==> src/rtl/ps2_scan_receiver.sv <==
// PS/2 keyboard receiver: synchronises key_clk/key_data, deframes 11-bit frames and tracks
// make/break codes. Optional macro PS2_PARITY_CHECK_EN enables odd-parity rejection.
module ps2_scan_receiver #(
    parameter int unsigned TIMEOUT_CYCLES = 50000,
    parameter int unsigned SYNC_STAGES    = 2
) (
    input  logic       Clk,
    input  logic       Rst,
    input  logic       key_clk,
    input  logic       key_data,
    output logic [7:0] key_code,
    output logic       key_pressed,
    output logic [7:0] raw_code,
    output logic       code_valid,
    output logic       frame_err,
    output logic [7:0] err_count
);

    localparam int unsigned CntW = (TIMEOUT_CYCLES > 2) ? $clog2(TIMEOUT_CYCLES) : 1;
    localparam logic [CntW-1:0] TmoLast = CntW'(TIMEOUT_CYCLES - 1);

    typedef enum logic [1:0] {StIdle, StData, StParity, StStop} state_e;

    state_e                 state_q, state_d;
    logic [SYNC_STAGES-1:0] kclk_sync_q;
    logic [SYNC_STAGES-1:0] kdat_sync_q;
    logic                   kclk_prev_q;
    logic [2:0]             bit_cnt_q, bit_cnt_d;
    logic [7:0]             shift_q, shift_d;
    logic [CntW-1:0]        tmo_q, tmo_d;
    logic                   break_q, break_d;
    logic [7:0]             key_code_q, key_code_d;
    logic                   pressed_q, pressed_d;
    logic [7:0]             raw_q, raw_d;
    logic                   valid_q;
    logic                   err_q;
    logic [7:0]             err_cnt_q, err_cnt_d;

    logic kclk_s, data_s, fall, accept, reject, parity_ok;

    assign kclk_s = kclk_sync_q[SYNC_STAGES-1];
    assign data_s = kdat_sync_q[SYNC_STAGES-1];
    assign fall   = kclk_prev_q & ~kclk_s;

`ifdef PS2_PARITY_CHECK_EN
    logic parity_q, parity_d;
    // Odd parity over the eight data bits plus the parity bit.
    assign parity_ok = ^{shift_q, parity_q};
`else
    assign parity_ok = 1'b1;
`endif

    always_comb begin
        state_d   = state_q;
        bit_cnt_d = bit_cnt_q;
        shift_d   = shift_q;
`ifdef PS2_PARITY_CHECK_EN
        parity_d  = parity_q;
`endif
        accept    = 1'b0;
        reject    = 1'b0;
        if (state_q == StIdle || fall) begin
            tmo_d = '0;
        end else begin
            tmo_d = tmo_q + 1'b1;
        end

        unique case (state_q)
            StIdle: begin
                if (fall) begin
                    if (!data_s) begin
                        state_d   = StData;
                        bit_cnt_d = 3'd0;
                    end else begin
                        reject = 1'b1;
                    end
                end
            end
            StData: begin
                if (fall) begin
                    shift_d   = {data_s, shift_q[7:1]};
                    bit_cnt_d = bit_cnt_q + 3'd1;
                    if (bit_cnt_q == 3'd7) begin
                        state_d = StParity;
                    end
                end
            end
            StParity: begin
                if (fall) begin
`ifdef PS2_PARITY_CHECK_EN
                    parity_d = data_s;
`endif
                    state_d  = StStop;
                end
            end
            StStop: begin
                if (fall) begin
                    if (data_s && parity_ok) begin
                        accept = 1'b1;
                    end else begin
                        reject = 1'b1;
                    end
                    state_d = StIdle;
                end
            end
            default: state_d = StIdle;
        endcase

        if (state_q != StIdle && !fall && tmo_q == TmoLast) begin
            state_d = StIdle;
            tmo_d   = '0;
            reject  = 1'b1;
        end
    end

    always_comb begin
        key_code_d = key_code_q;
        pressed_d  = pressed_q;
        break_d    = break_q;
        raw_d      = raw_q;
        err_cnt_d  = err_cnt_q;
        if (reject && err_cnt_q != 8'hFF) begin
            err_cnt_d = err_cnt_q + 8'd1;
        end
        if (accept) begin
            raw_d = shift_q;
            if (shift_q == 8'hF0) begin
                break_d = 1'b1;
            end else if (shift_q == 8'hE0) begin
                // Extended prefix: the following byte carries the meaning.
                break_d = break_q;
            end else if (break_q) begin
                break_d = 1'b0;
                if (shift_q == key_code_q) begin
                    key_code_d = 8'h00;
                    pressed_d  = 1'b0;
                end
            end else begin
                key_code_d = shift_q;
                pressed_d  = 1'b1;
            end
        end
    end

    always_ff @(posedge Clk) begin
        if (Rst) begin
            state_q     <= StIdle;
            kclk_sync_q <= '1;
            kdat_sync_q <= '1;
            kclk_prev_q <= 1'b1;
            bit_cnt_q   <= 3'd0;
            shift_q     <= 8'h00;
            tmo_q       <= '0;
            break_q     <= 1'b0;
            key_code_q  <= 8'h00;
            pressed_q   <= 1'b0;
            raw_q       <= 8'h00;
            valid_q     <= 1'b0;
            err_q       <= 1'b0;
            err_cnt_q   <= 8'h00;
`ifdef PS2_PARITY_CHECK_EN
            parity_q    <= 1'b0;
`endif
        end else begin
            state_q     <= state_d;
            kclk_sync_q <= {kclk_sync_q[SYNC_STAGES-2:0], key_clk};
            kdat_sync_q <= {kdat_sync_q[SYNC_STAGES-2:0], key_data};
            kclk_prev_q <= kclk_s;
            bit_cnt_q   <= bit_cnt_d;
            shift_q     <= shift_d;
            tmo_q       <= tmo_d;
            break_q     <= break_d;
            key_code_q  <= key_code_d;
            pressed_q   <= pressed_d;
            raw_q       <= raw_d;
            valid_q     <= accept;
            err_q       <= reject;
            err_cnt_q   <= err_cnt_d;
`ifdef PS2_PARITY_CHECK_EN
            parity_q    <= parity_d;
`endif
        end
    end

    assign key_code    = key_code_q;
    assign key_pressed = pressed_q;
    assign raw_code    = raw_q;
    assign code_valid  = valid_q;
    assign frame_err   = err_q;
    assign err_count   = err_cnt_q;

endmodule

==> config.mk <==
export PLATFORM = sky130hd
export DESIGN_NAME = ps2_scan_receiver
export DESIGN_NICKNAME = d
export VERILOG_FILES = /design/src/rtl/ps2_scan_receiver.sv
export SDC_FILE = /design/constraint.sdc
export NUM_CORES = 1
export LEC_CHECK = 0
export ABC_AREA = 1
export CORE_MARGIN = 2
export CORE_UTILIZATION = 60
export DETAILED_ROUTE_END_ITERATION = 8
export PLACE_DENSITY = 0.84
export SLEW_MARGIN = 20
export SYNTH_ARGS = -nofsm -noshare
export SYNTH_HDL_FRONTEND = slang
export SYNTH_SLANG_ARGS = --single-unit
==> constraint.sdc <==
create_clock -name Clk -period 3.3 [get_ports Clk]
set_input_delay 0.495 -clock Clk [delete_from_list [all_inputs] [get_ports Clk]]
set_output_delay 0.495 -clock Clk [all_outputs]
set_load 0.01 [all_outputs]
==> out/metrics.cfg, run 1 <==
[critical_path]
max_stage_delay_ns = 0.59
path_class = reg2out
cpLargestDelayFamily = buffers and inverters
arrival_ns = 1.40
path_cells = clkdlybuf4s50_1
cpMaxStageDelayCell = clkdlybuf4s50_1
setup.worst_path.end_class = output port
start_kind = register
worstPathMaxFanout = 6
worst-path-buf-inv = 1
crit_required_ns = 2.80

[finish]
diodes = 0
regArea_sq_um = 1241
multiInputGateArea_sq_um = 1491
final_cells = 476
drive_gt1_frac = 0.1369
finalNetCount = 419
fillers = 368
area_growth_pct = 16.23

[synthesis]
synth_seq_cells = 62
syn_nets = 386
ys_seq_area_frac = 0.4214
syn_area_sq_um = 2945
yosys_warnings = 0
avgSynthCellArea_sq_um = 7.896
synthDistinctLibCells = 36
syn_inst = 373

[die]
pin_count = 31
initial_core_util = 0.6236
rows = 25
fp.dieArea_sq_um = 5486
fp.dieH_microns = 74.07
coreArea_sq_um = 4723
die_w_microns = 74.07

[status]
status = complete, no violations

[detailed_routing]
wirelength_microns = 5844
routed_wire_length_per_instance_microns = 12.28
ant_nets = 0
dr.pass1.iters = 4
drt_iter0_markers = 146
vias = 2484
post_drt_via_cell_ratio = 5.218
drc = 0

[global_routing]
grt_pass1_vias = 2231
gr-total-overflow = 0
grt_pass1_wl_microns = 9604
grt_use_total = 0.2275
grt_max_degree = 34
antenna_found_initial = 0

[pwr]
power_leakage_uw = 0.001233
power.density_nw_per_um2 = 424.3
irDropWorstVdd_mv = 0.2474

[sta]
slew_viol_final = 0
maxSlewHeadroom = 0.7222
fin_worst_skew_ns = 0.007705
post-route-period-util = 0.5734
finalHoldViolations = 0
period_needed_ns = 1.892
setup_tns_ns = 0
rsz0062_at_grt = no
worstMarginPinSlew_ns = 0.4156
setup_violations = 0
max_freq_ghz = 0.5285

[clock_tree]
post-cts-setup-buffers = 0
insertion_delay_ns = 0.33
cts_root_buffer = clkbuf_8
cts-hold-fix-buffers = 0
numCtsBuffers = 9
clock_path_buffers = 2
clkSinkCount = 62
cts_tree = built
post_cts_resized = 0
path_clk_slew_ns = 0.06
h-tree-depth = 3

[hold_path]
hold_class = reg2reg

[placed_design]
dp_hpwl_microns = 4080
dp_cells = 462
portBuffers = 30
place.gp.congestion = 0.8789

[run]
cap_violations = 0

-- cells by family after synthesis --
group / share of synthesized area
compound gates: 0.1147
xor+xnor: 0.03866
fa+ha+maj: 0.03823
buf+inv: 0.07222
flops: 0.4214
simple gates: 0.3148
-- per-layer routing --
layer	track usage	up-vias	wire length [microns]
met1	0.2832	1155	2694
met3	0.04878	8	211
met4	0.1212	0	92
met2	0.3700	52	2844
met5	0	-	0
li1	-	1269	-
-- cells in the final DEF, fill, tap and decap left out, types with 3 or more instances in the layout --
master,n
a21oi_1,37
inv_1,32
clkdlybuf4s50_1,30
clkbuf_8,10
nand2_1,80
ha_1,9
inv_2,5
nor2_1,30
clkinv_2,3
dfxtp_1,62
nand3_4,3
nand2_2,9
a21oi_2,6
o21ai_1,5
o21ai_0,10
nand3_1,28
nor3_1,8
nor2_4,4
xnor2_1,7
xor2_1,6
or2_2,5
nand2_4,3
-- flip-flops by register name, summed over array words and instances, names as in the netlist, 2 cells and up --
signal       flops
err_count        8
tmo_q           16
kclk_sync_q      2
raw_code         8
state_q          2
kdat_sync_q      2
bit_cnt_q        3
key_code         8
shift_q          8
-- final timing paths --
check | start | slack, ns | cells after the start | endpoint
setup reg to reg | state_q[1] | 1.45 | 8 | bit_cnt_q[1]
hold / removal | kdat_sync_q[0] | 0.41 | 1 | kdat_sync_q[1]
setup / recovery | err_count[6] | 1.41 | 1 | err_count[6]
hold reg to reg | kdat_sync_q[0] | 0.41 | 1 | kdat_sync_q[1]
-- cell type report --
class	instances	share of cell area
multi-input combinational	264	0.4357
sequential	62	0.3626
timing repair buffer	31	0.08991
clock buffer	12	0.04240
inverter	38	0.04203
tap	67	0.02449
clock inverter	2	0.002924
-- cell usage after synthesis --
master	count	area (sq um)
clkbuf_1	2	7.510
nor2_4	4	45.04
buf_4	1	7.510
nand3_2	2	20.02
o21ai_0	10	50.05
inv_2	5	18.77
xnor2_1	7	61.31
nor3_4	1	16.27
ha_1	9	112.6
nor2_8	1	20.02
nand2_1	80	300.3
nor2_2	2	12.51
nand2_2	9	56.30
a211oi_1	1	7.510
xor2_1	6	52.55
a21oi_2	6	52.55
or2_1	2	12.51
inv_1	32	120.1
nor2_1	30	112.6
o211a_1	1	10.01
or2_2	5	31.28
nor3_1	8	40.04
dfxtp_1	62	1241
clkbuf_8	2	27.53
clkbuf_2	1	5.000
nand3_4	3	52.55
nand4_4	1	21.27
buf_2	2	10.01
a21oi_1	37	185.2
nand4_1	2	12.51
buf_6	1	11.26
nand2_4	3	33.78
o21ai_1	5	25.02
nand3_1	28	140.1
o31ai_1	1	7.510
clkinv_2	1	5.000
-- metrics by stage --
stage / setup WS (ns) / hold WS, ns / cell area, sq um / util / power [uW]
floorplan: 1.798 / 0.3895 / 2945 / - / 891.1
global placement: 1.242 / 0.3923 / 3268 / 0.6919 / 910.6
detailed placement: 1.178 / 0.3984 / 3268 / 0.6919 / 917.6
CTS: 1.398 / 0.4145 / 3423 / 0.7248 / 1463
global route: 1.219 / 0.4207 / 3423 / 0.7248 / 1506
finish: 1.408 / 0.4123 / 3423 / 0.7248 / 1453
-- report_power, final --
| part | total [uW] | internal [uW] | switching (uW) | leakage, uW |
|---|---|---|---|---|
| clock | 550 | 282 | 267 | 0.0000821 |
| sequential | 777 | 763 | 14.1 | 0.000501 |
| combinational | 126 | 43.2 | 83.1 | 0.000650 |
| total | 1450 | 1090 | 364 | 0.00123 |
Note: power is estimated with default switching activity, not from simulation.
==> run 2: changes to the inputs <==
--- a/config.mk
+++ b/config.mk
@@ -7,9 +7,9 @@
 export LEC_CHECK = 0
 export ABC_AREA = 1
 export CORE_MARGIN = 2
-export CORE_UTILIZATION = 60
+export CORE_UTILIZATION = 51
 export DETAILED_ROUTE_END_ITERATION = 8
-export PLACE_DENSITY = 0.84
+export PLACE_DENSITY = 0.76
 export SLEW_MARGIN = 20
 export SYNTH_ARGS = -nofsm -noshare
 export SYNTH_HDL_FRONTEND = slang
==> constraint.sdc (replaced) <==
create_clock -name Clk -period 1.6 [get_ports Clk]
set_input_delay 0.24 -clock Clk [delete_from_list [all_inputs] [get_ports Clk]]
set_output_delay 0.24 -clock Clk [all_outputs]
set_load 0.01 [all_outputs]
==> out/metrics.cfg, run 2 (synthesized netlist as in run 1, its figures left out) <==
[finish]
finalNetCount = 434
layout_commonest_cell = nand2_1
largest_reg_flops = 16
drive_gt1_frac = 0.2019
final_util = 0.6678
mostFrequentLayoutCells = nand2_1 (80), dfxtp_1 (57), a21oi_1 (37), inv_1 (30), nor2_1 (30)
final_cells = 498
area_growth_pct = 25.62
top_register = tmo_q
fillers = 462
diodes = 0

[critical_path]
reg2reg_from = state_q[0]
cpMostUsedCell = nand2_8
max_stage_delay_ns = 0.37
crit_required_ns = 1.84
arrival_ns = 1.79
start_kind = register
rr_worst_depth = 10
worstPathMaxFanout = 7
worst-path-buf-inv = 2
startpoint = state_q[0]
cpMaxStageDelayCell = dfxtp_4
cp_num_cells = 10
path_cells = inv_1 > ha_2 > inv_2 > nand2_2 > nor2_4 > nand3_4 > nand2_8 > nand2_8 > nor2_2 > nor2_1
cpLargestDelayFamily = simple AND/OR/NAND/NOR gates
path_class = reg2reg
setup.worst_path.end_class = register

[hold_path]
hold_path_startpoint = kdat_sync_q[0]
hold_class = reg2reg
hold_depth = 1

[placed_design]
place.gp.congestion = 0.8756
portBuffers = 30
dp_hpwl_microns = 4137
dp_cells = 475

[sta]
setup_tns_ns = 0
slew_viol_final = 0
rsz0062_at_grt = yes
worstMarginPinSlew_ns = 0.3318
maxSlewHeadroom = 0.7786
max_freq_ghz = 0.6439
fin_worst_skew_ns = 0.01019
period_needed_ns = 1.553
setup_violations = 0
post-route-period-util = 0.9707
finalHoldViolations = 0

[detailed_routing]
vias = 2539
post_drt_via_cell_ratio = 5.098
drt_iter0_markers = 107
drc = 0
routed_wire_length_per_instance_microns = 13.04
wirelength_microns = 6496
ant_nets = 0
dr.pass1.iters = 4

[clock_tree]
h-tree-depth = 3
clock_path_buffers = 2
numCtsBuffers = 9
path_clk_slew_ns = 0.07
clkSinkCount = 62
cts_tree = built
cts-hold-fix-buffers = 0
insertion_delay_ns = 0.35
cts_root_buffer = clkbuf_8

[pwr]
p_seq_frac = 0.445
power_leakage_uw = 0.001403
comb_power_share = 0.096
pwr-share-clk = 0.459
power.density_nw_per_um2 = 972.5
swShare = 0.2378
p_sw_uw = 855.6
p_int_uw = 2742
irDropWorstVdd_mv = 0.6011

[die]
coreArea_sq_um = 5540
fp.dieArea_sq_um = 6399
rows = 27
initial_core_util = 0.5316
fp.dieH_microns = 80.00
pin_count = 31
die_w_microns = 80.00

[global_routing]
antenna_found_initial = 0
grt_pass1_wl_microns = 10580
grt_use_total = 0.2114
grt_pass1_vias = 2374
gr-total-overflow = 0
grt_max_degree = 19

[run]
cap_violations = 0

[status]
status = complete, no violations

==> run 2: cell count changes in the layout (fill, tap and decap cells not counted), sizes merged <==
cell / change
buf: +12
clkdlybuf4s50: -4
dlymetal6s2s: +4
bufinv: +3
clkbuf: -2
clkinvlp: +2
clkinv: -1
nand2: +1
nand3: +1
nand4: +1
==> run 2: path summary, 6_finish.rpt <==
path / slack (ns) / end
max: 0.05 / err_count[6]
min: 0.41 / kdat_sync_q[1]
max reg2reg: 0.05 / err_count[6]
min reg2reg: 0.41 / kdat_sync_q[1]
==> run 2: layout make-up <==
class	instances	area, sq um	share of cell area
clock inverter	6	110.1	0.02976
multi-input combinational	267	1570	0.4244
sequential	62	1250	0.3378
inverter	38	143.9	0.03889
clock buffer	10	127.6	0.03449
tap	72	90.09	0.02435
timing repair buffer	43	407.9	0.1102
==> run 2: stage by stage <==
step	power, uW	instance area, sq um	worst slack, ns	hold slack (ns)
final	3598	3700	0.04685	0.4093
after detailed placement	1913	3334	0.01709	0.3923
after CTS	3560	3583	0.004262	0.4103
after global placement	1900	3334	0.08466	0.3921
after floorplan	1838	2945	0.09794	0.3438
after global routing	3732	3700	-0.05680	0.4251
==> run 2: power by group through the flow <==
| stage | combinational, uW | sequential, uW | clock, uW |
|---|---|---|---|
| 6_report | 346 | 1600 | 1650 |
| 5_1_grt | 385 | 1610 | 1740 |
| 4_1_cts | 287 | 1600 | 1680 |
| 3_5_place_dp | 281 | 1630 | 0 |
| 3_3_place_gp | 270 | 1630 | 0 |
| 2_1_floorplan | 208 | 1630 | 0 |
==> run 2: timing repair <==
item                                    CTS  global route
setup buffers                             0             4
endpoints found under the hold margin     0             0
endpoints found under the setup margin    3            40
pin swaps                                 0             6
gates cloned                              0             3
gates resized for setup                   3            18
==> run 2: worst reg2reg max path, delay by kind of cell, from the launching register on <==
kind | cells | cell delay [ns]
flip-flops | 1 | 0.37
AND/OR/NAND/NOR | 7 | 0.73
buffers and inverters | 2 | 0.14
adder cells (fa/ha/maj) | 1 | 0.21
==> run 2: routing by layer <==
metal  share of wire  vias to the layer above  GRT usage
li1                -                     1306          -
met1            0.48                     1188     0.2720
met4          0.0048                        0    0.06102
met2            0.48                       41     0.3425
met3           0.035                        4    0.06335
met5               0                        -          0
